[config.mk]
export PLATFORM = sky130hd
export DESIGN_NAME = mem_initiator_flat
export DESIGN_NICKNAME = d
export VERILOG_FILES = /design/src/rtl/mem_if_pkg.sv /design/src/rtl/mem_initiator_if.sv /design/src/rtl/mem_byte_merge.sv /design/src/rtl/mem_initiator.sv /design/src/flat_wrapper.sv
export SDC_FILE = /design/constraint.sdc
export NUM_CORES = 1
export LEC_CHECK = 0
export BUFFER_PORTS_ARGS = -buffer_cell sky130_fd_sc_hd__buf_2
export CAP_MARGIN = 0
export CORE_ASPECT_RATIO = 0.7
export CORE_MARGIN = 10
export CORE_UTILIZATION = 35
export CTS_CLUSTER_SIZE = 30
export DETAILED_ROUTE_END_ITERATION = 10
export PLACE_DENSITY = 0.65
export SLEW_MARGIN = 5
export SYNTH_ARGS = -nofsm -noshare
export SYNTH_HDL_FRONTEND = slang
export SYNTH_SLANG_ARGS = --single-unit
[constraint.sdc]
create_clock -name clk -period 1.52 [get_ports clk]
set_input_delay 0.456 -clock clk [delete_from_list [all_inputs] [get_ports clk]]
set_output_delay 0.456 -clock clk [all_outputs]
set_load 0.1 [all_outputs]
[src/rtl/mem_if_pkg.sv]
// Shared types and constants for the memory initiator slice.
// The RMW states exist only when MEM_INIT_RMW_EN is defined.
package mem_if_pkg;

    localparam int WORD_W         = 32;
    localparam int BE_W           = 4;
    localparam int DEFAULT_ADDR_W = 30;

`ifdef MEM_INIT_RMW_EN
    typedef enum logic [2:0] {
        IDLE, RD, RD_WAIT, RMW_RD, RMW_MERGE, WR
    } mem_init_state_t;
`else
    typedef enum logic [2:0] {
        IDLE, RD, RD_WAIT, WR
    } mem_init_state_t;
`endif

endpackage

[src/rtl/mem_initiator_if.sv]
// CPU-side request/response handshake plus the word-addressed responder strobes.
// master = the initiator, slave = whoever drives requests and models the responder.
interface mem_initiator_if
    import mem_if_pkg::*;
#(
    parameter int ADDR_W = DEFAULT_ADDR_W
);

    logic              req_valid;
    logic              req_ready;
    logic              req_we;
    logic [ADDR_W+1:0] req_addr;
    logic [WORD_W-1:0] req_wdata;
    logic [BE_W-1:0]   req_be;
    logic              rsp_valid;
    logic [WORD_W-1:0] rsp_rdata;
    logic [ADDR_W-1:0] mem_addr;
    logic [WORD_W-1:0] mem_wdata;
    logic              mem_wren;
    logic              mem_rren;
    logic              mem_e;
    logic [WORD_W-1:0] mem_rdata;

    modport master (
        input  req_valid, req_we, req_addr, req_wdata, req_be, mem_rdata,
        output req_ready, rsp_valid, rsp_rdata,
               mem_addr, mem_wdata, mem_wren, mem_rren, mem_e
    );

    modport slave (
        output req_valid, req_we, req_addr, req_wdata, req_be, mem_rdata,
        input  req_ready, rsp_valid, rsp_rdata,
               mem_addr, mem_wdata, mem_wren, mem_rren, mem_e
    );

endinterface

[src/rtl/mem_byte_merge.sv]
// Byte-lane merge for partial stores: enabled lanes take the new word,
// the rest keep the word read back from memory.
module mem_byte_merge
    import mem_if_pkg::*;
(
    input  logic [WORD_W-1:0] old_word,
    input  logic [WORD_W-1:0] new_word,
    input  logic [BE_W-1:0]   be,
    output logic [WORD_W-1:0] merged
);

    for (genvar i = 0; i < BE_W; i++) begin : g_lane
        assign merged[8*i +: 8] = be[i] ? new_word[8*i +: 8] : old_word[8*i +: 8];
    end

endmodule

[src/rtl/mem_initiator.sv]
// Single-outstanding load/store initiator for a one-cycle-latency word memory.
// Define MEM_INIT_RMW_EN to enable read-modify-write for partial-mask stores.
module mem_initiator
    import mem_if_pkg::*;
#(
    parameter int ADDR_W = DEFAULT_ADDR_W,
    parameter int DATA_W = WORD_W
) (
    input  logic           clk,
    input  logic           rst,
    mem_initiator_if.master bus
);

    mem_init_state_t state, state_n;
    logic            hs;
    logic            rsp_n, rd_n, wr_n;

    assign hs = bus.req_valid && bus.req_ready;

`ifdef MEM_INIT_RMW_EN
    logic [BE_W-1:0]   be_q;
    logic [DATA_W-1:0] merged;
    logic              unused_addr_lsb;

    assign unused_addr_lsb = ^bus.req_addr[1:0];

    // mem_wdata already holds the store data here, so it doubles as the new word
    mem_byte_merge u_merge (
        .old_word (bus.mem_rdata),
        .new_word (bus.mem_wdata),
        .be       (be_q),
        .merged   (merged)
    );
`else
    logic unused_req_bits;

    assign unused_req_bits = ^{bus.req_addr[1:0], bus.req_be};
`endif

    always_ff @(posedge clk or negedge rst) begin
        if (!rst) state <= IDLE;
        else      state <= state_n;
    end

    always_comb begin
        state_n = state;
        rsp_n   = 1'b0;
        case (state)
            IDLE: if (hs) begin
                if (!bus.req_we)        state_n = RD;
`ifdef MEM_INIT_RMW_EN
                else if (&bus.req_be)   state_n = WR;
                else if (|bus.req_be)   state_n = RMW_RD;
                else                    rsp_n   = 1'b1;
`else
                else                    state_n = WR;
`endif
            end
            RD:        state_n = RD_WAIT;
            RD_WAIT: begin
                state_n = IDLE;
                rsp_n   = 1'b1;
            end
`ifdef MEM_INIT_RMW_EN
            RMW_RD:    state_n = RMW_MERGE;
            RMW_MERGE: state_n = WR;
`endif
            WR: begin
                state_n = IDLE;
                rsp_n   = 1'b1;
            end
            default:   state_n = IDLE;
        endcase

        // strobes are registered, so they follow the state being entered
        rd_n = (state_n == RD);
`ifdef MEM_INIT_RMW_EN
        rd_n = rd_n || (state_n == RMW_RD);
`endif
        wr_n = (state_n == WR);
    end

    always_ff @(posedge clk or negedge rst) begin
        if (!rst) begin
            bus.req_ready <= 1'b0;
            bus.rsp_valid <= 1'b0;
            bus.rsp_rdata <= '0;
            bus.mem_addr  <= '0;
            bus.mem_wdata <= '0;
            bus.mem_wren  <= 1'b0;
            bus.mem_rren  <= 1'b0;
            bus.mem_e     <= 1'b0;
`ifdef MEM_INIT_RMW_EN
            be_q          <= '0;
`endif
        end else begin
            bus.req_ready <= (state_n == IDLE);
            bus.rsp_valid <= rsp_n;
            bus.mem_rren  <= rd_n;
            bus.mem_wren  <= wr_n;
            bus.mem_e     <= rd_n || wr_n;
            if (hs) begin
                bus.mem_addr <= bus.req_addr[ADDR_W+1:2];
                if (bus.req_we) bus.mem_wdata <= bus.req_wdata;
            end
            if (state == RD_WAIT) bus.rsp_rdata <= bus.mem_rdata;
`ifdef MEM_INIT_RMW_EN
            if (hs)                 be_q          <= bus.req_be;
            if (state == RMW_MERGE) bus.mem_wdata <= merged;
`endif
        end
    end

endmodule

[src/flat_wrapper.sv]
// flat-port wrapper written by rule: the top's interface ports become plain ports
module mem_initiator_flat import mem_if_pkg::*;
#(
    parameter int ADDR_W = DEFAULT_ADDR_W,
    parameter int DATA_W = WORD_W
)
  (clk, rst, bus_req_valid, bus_req_we, bus_req_addr, bus_req_wdata, bus_req_be, bus_mem_rdata, bus_req_ready, bus_rsp_valid, bus_rsp_rdata, bus_mem_addr, bus_mem_wdata, bus_mem_wren, bus_mem_rren, bus_mem_e);
  mem_initiator_if #(.ADDR_W(ADDR_W)) bus_i ();
  input  logic clk;
  input  logic rst;
  input wire logic [$bits(bus_i.req_valid)-1:0] bus_req_valid;
  input wire logic [$bits(bus_i.req_we)-1:0] bus_req_we;
  input wire logic [$bits(bus_i.req_addr)-1:0] bus_req_addr;
  input wire logic [$bits(bus_i.req_wdata)-1:0] bus_req_wdata;
  input wire logic [$bits(bus_i.req_be)-1:0] bus_req_be;
  input wire logic [$bits(bus_i.mem_rdata)-1:0] bus_mem_rdata;
  output wire logic [$bits(bus_i.req_ready)-1:0] bus_req_ready;
  output wire logic [$bits(bus_i.rsp_valid)-1:0] bus_rsp_valid;
  output wire logic [$bits(bus_i.rsp_rdata)-1:0] bus_rsp_rdata;
  output wire logic [$bits(bus_i.mem_addr)-1:0] bus_mem_addr;
  output wire logic [$bits(bus_i.mem_wdata)-1:0] bus_mem_wdata;
  output wire logic [$bits(bus_i.mem_wren)-1:0] bus_mem_wren;
  output wire logic [$bits(bus_i.mem_rren)-1:0] bus_mem_rren;
  output wire logic [$bits(bus_i.mem_e)-1:0] bus_mem_e;
  assign bus_i.req_valid = bus_req_valid;
  assign bus_i.req_we = bus_req_we;
  assign bus_i.req_addr = bus_req_addr;
  assign bus_i.req_wdata = bus_req_wdata;
  assign bus_i.req_be = bus_req_be;
  assign bus_i.mem_rdata = bus_mem_rdata;
  assign bus_req_ready = bus_i.req_ready;
  assign bus_rsp_valid = bus_i.rsp_valid;
  assign bus_rsp_rdata = bus_i.rsp_rdata;
  assign bus_mem_addr = bus_i.mem_addr;
  assign bus_mem_wdata = bus_i.mem_wdata;
  assign bus_mem_wren = bus_i.mem_wren;
  assign bus_mem_rren = bus_i.mem_rren;
  assign bus_mem_e = bus_i.mem_e;
  mem_initiator #(.ADDR_W(ADDR_W), .DATA_W(DATA_W)) u_core (.clk(clk), .rst(rst), .bus(bus_i));
endmodule
Word level (Yosys, flattened, before mapping)
Cells that the tools add are included.
{ "word_totals": {"regBits": 102, "input_bits": 104, "output_inout_bits": 99, "elab_cells": 24} }
{ "classes": {"n_eq_ne": 5, "muxes": 4, "reduce_logical": 6} }
{ "ops": {"columns": ["cell", "n"], "rows": [
  ["3-bit by 2-bit == test with 1-bit output, second input constant", 3],
  ["3-bit by 1-bit == test with 1-bit output, second input constant", 2],
  ["3-bit zero test", 2],
  ["3-bit case mux with 2 select lines", 1],
  ["3-bit 2-to-1 mux", 1],
  ["2-bit 2-to-1 mux", 1],
  ["2-bit AND reduction", 1],
  ["2-bit OR reduction", 1],
  ["1-bit logical AND", 1],
  ["1-bit logical OR", 1],
  ["1-bit 2-to-1 mux", 1]
]} }

Longest topological paths before layout
{ "logic_depth": {"ltp_word": 5, "ltp_mapped": 3, "depth_no_buf": 2} }

Worst setup path after synthesis
OpenSTA, ideal clock, no wires.
{ "synth_path": {"path_type": "flip-flop to flip-flop", "start": "reg u_core.bus.req_ready", "end": "reg u_core.bus.mem_wdata[0] (netlist bit)", "setup_time_ns": 0.126, "arrival_time_ns": 1.693, "required_ns": 1.394, "path_slack_ns": -0.299, "path_stages_with_launch": 4, "path_buffers": 1, "synth_period_minus_slack_ns": 1.819, "cell_sequence": "dfrtp_1 -> nand3_2 -> buf_2 -> mux2_2"} }
{ "synth_via": {"elab_chain_cells": 2} }
{ "synth_lines": {"columns": ["item", "line", "text"], "rows": [
  ["from (decl)", "mem_initiator_if.sv:26", "output req_ready, rsp_valid, rsp_rdata,"],
  ["from (signal assigned)", "mem_initiator.sv:97", "bus.req_ready <= (state_n == IDLE);"],
  ["1-bit logical AND", "mem_initiator.sv:18", "assign hs = bus.req_valid && bus.req_ready;"],
  ["2-bit AND reduction (no source line)", null, null],
  ["to (signal assigned)", "mem_initiator.sv:104", "if (bus.req_we) bus.mem_wdata <= bus.req_wdata;"],
  ["to (decl)", "mem_initiator_if.sv:27", "mem_addr, mem_wdata, mem_wren, mem_rren, mem_e"]
]} }
No other way between the ends.
A chain may end at the register's enable or synchronous reset.

Worst setup path in the final report
{ "layout_path": {"start": "reg u_core.bus.req_ready", "end": "out bus_req_ready"} }
{ "layout_rtl": {"columns": ["item", "line", "text"], "rows": [
  ["to (decl)", "flat_wrapper.sv:17", "output wire logic [$bits(bus_i.req_ready)-1:0] bus_req_ready;"]
]} }
No word-level cell between the ends.

==> summary.md <==
| Metric | Value |
|---|---|
| Outcome | `complete, no violations` |
| Share of cells above drive strength 1 | `72.4%` |
| Worst R2R Start | `u_core.state[0]` |
| Crit path launch type | `register` |
| Area share of the largest cell type after synthesis | `67.6%` |
| Net Sw Frac | `47.1%` |
| Buf/Inv on CP | `1` |
| Yosys top cell by area | `dfrtp_1` |
| Global-route wire length before repair | `15600 microns` |
| CTS Hold Bufs | `1` |
| Synth warn | `0` |
| DR vias/cell | `4.60` |
| Antenna Nets Post-Route | `0` |
| Starting Density | `36.2%` |
| Avg Cell Area, Syn | `17.2 sq um` |
| Drt total wl | `10300 microns` |
| Clk_lat worst skew | `340 ps` |
| Clock buffer depth | `2` |
| Crit path max-delay family | `flip-flops` |
| Peak VDD IR | `0.00106 V` |
| CP max stage delay | `440 ps` |
| RSZ-0062 raised after global routing | `false` |
| Static leakage | `3.13 nW` |
| Die X | `144 microns` |
| DP Area | `0.00645 sq mm` |
| Worst-path clk slew | `70 ps` |
| Cell Rows | `31` |
| Cell-internal power | `7.48 mW` |
| Slowest cell on the critical path | `dfrtp_2` |
| Fmax | `703 MHz` |
| Number of I/O pins | `203` |
| Largest net degree at the start of global routing | `44` |
| Comb pwr share | `56.1%` |
| Launch point of the critical path | `u_core.bus.req_ready` |
| Fin area | `0.00676 sq mm` |
| Wire per inst | `18.4 microns` |
| Final Max Tran Viols | `0` |
| Initial antenna violation count | `0` |
| Synthesis-stage register bit count | `102` |
| Post-cts sizing count | `0` |
| Hold path startpoint | `bus_req_we` |
| Critical path type | `reg -> out` |
| PD cells | `2090 mW/mm^2` |
| CORE AREA | `0.0104 sq mm` |
| Root Buffer | `clkbuf_16` |
| Vias in the first global route | `2887` |
| Grt total ovfl | `0` |
| Hold Crit Depth | `2` |
| Worst EP arrival | `970 ps` |
| Post-synthesis cell count | `219` |
| Final Hold Fails | `0` |
| Synth area leaders | `dfrtp_1 (68%), mux2_2 (27%), buf_6 (0.90%)` |
| PortBufs | `196` |
| Clock power frac | `15.9%` |
| Worst hold endpoint | `u_core.bus.mem_rren` |
| Number of synthesized flops with an enable pin | `0` |
| ANT cells | `0` |
| Residual DRC count | `0` |
| Register-to-Register Setup Slack | `130 ps` |
| Detailed Place HPWL | `8520 microns` |
| Storage cell area | `0.00255 sq mm` |
| Count leader, synth | `dfrtp_1` |
| All-Layer GR Usage | `13.1%` |
| Min-Delay Path Class | `in -> reg` |
| NetSw | `6.65 mW` |
| Asr flop ratio synth | `100%` |
| Drt pass-1 iters | `3` |
| Flop pwr share | `27.9%` |
| Endpoints failing setup | `0` |
| CTS Sinks | `102` |
| Worst path cell trace | `buf_12` |
| Clk_skew | `7.35 ps` |
| Die ar. | `0.0154 sq mm` |
| R2r worst-path depth | `3` |
| Fin nets | `528` |
| Net Count, Synth | `323` |
| CTS tree | `yes` |
| Vias | `2575` |
| CP Capture Type | `output pin` |
| GP Congestion | `0.684` |
| Tcrit/Tclk final | `93.5%` |
| Fill cell count | `754` |
| Register area share after synthesis | `67.6%` |
| Top FF cell, synth | `dfrtp_1` |
| WP data required | `1060 ps` |
| P&R area growth vs syn | `79.0%` |
| Die Span Y | `107 microns` |
| Drt initial violations | `61` |
| Max-cap violations | `0` |
| Crit path time final | `1420 ps` |
| H-tree depth | `3` |
| Area of the multi-input gates | `0.00115 sq mm` |
| Postcts setup bufs | `0` |
| Reg-to-Reg End | `u_core.bus.rsp_rdata[23]` |
| CTS Buf Count | `9` |
| Mapped Area | `0.00377 sq mm` |
| TNS Setup | `0 ps` |
| Post-synth top cells | `dfrtp_1 (102), mux2_2 (92), buf_2 (6)` |
| Worst Path Max Fanout | `4` |
| Count of cell types in the netlist | `18` |
stage by stage:
step	hold WS [ps]	setup WS (ps)	power [mW]	utilization, %	instances
after global routing	306	60.4	14.6	64.8	560
after global placement	356	148	11.9	61.9	544
after CTS	308	84.5	14.3	64.8	560
final	325	98.4	14.1	64.8	560
after floorplan	160	23.1	8.64	-	219
after detailed placement	355	115	12.0	61.9	544
routing by layer:
layer	up-vias	track usage (%)	wire [microns]
met5	-	0	0
met1	1278	13.3	3560
met2	115	21.7	5100
met3	9	8.86	1580
li1	1173	-	-
met4	0	3.49	63
power by group through the flow:
stage          logic [mW]  clock network (mW)  registers [mW]
3_5_place_dp         8.01                   0            4.01
3_3_place_gp         7.94                   0            3.96
4_1_cts              8.01                2.32            3.96
2_1_floorplan       0.628                   0            8.01
5_1_grt              8.11                2.44            4.03
6_report             7.94                2.25            3.95
area by class of cell:
cell class	count	share of cell area [%]
inverter	1	0.0556
multi-input combinational	107	17.1
tap	132	2.44
timing repair buffer	203	38.3
clock buffer	12	3.65
clock inverter	3	0.685
sequential	102	37.8
worst max path at each step:
stage | cells past startpoint | end
3_5_place_dp | 4 | u_core.bus.mem_addr[15]
4_1_cts | 1 | bus_req_ready
6_report | 1 | bus_req_ready
2_1_floorplan | 3 | u_core.bus.mem_wdata[0]
3_3_place_gp | 4 | u_core.bus.mem_addr[19]
5_1_grt | 1 | bus_req_ready
flip-flops by register name, indices dropped and copies added (netlist names):
signal,count
u_core.bus.mem_wdata,32
u_core.bus.mem_e,1
u_core.bus.mem_addr,30
u_core.bus.rsp_rdata,32
u_core.bus.mem_rren,1
u_core.bus.mem_wren,1
u_core.bus.rsp_valid,1
u_core.bus.req_ready,1
u_core.state,3
cells in the final DEF, fill, tap and decap left out, drive strengths merged:
cell,count
a21boi,1
and2,1
and3,2
and4,1
buf,202
bufinv,1
clkbuf,12
clkinv,1
clkinvlp,1
conb,1
dfrtp,102
dlygate4sd3,1
inv,1
mux2,94
nand2,1
nand3,1
nor2,1
nor2b,1
nor3b,1
nor4b,1
o21ai,1
kinds of logic after synthesis:
group | after synthesis | share of synthesized area [%]
compound gates | 2 | 0.332
buf+inv | 10 | 1.79
flops | 102 | 67.6
mux | 94 | 28.1
other cells | 1 | 0.0994
simple gates | 10 | 2.09
Power figures use the tool's default switching activity.
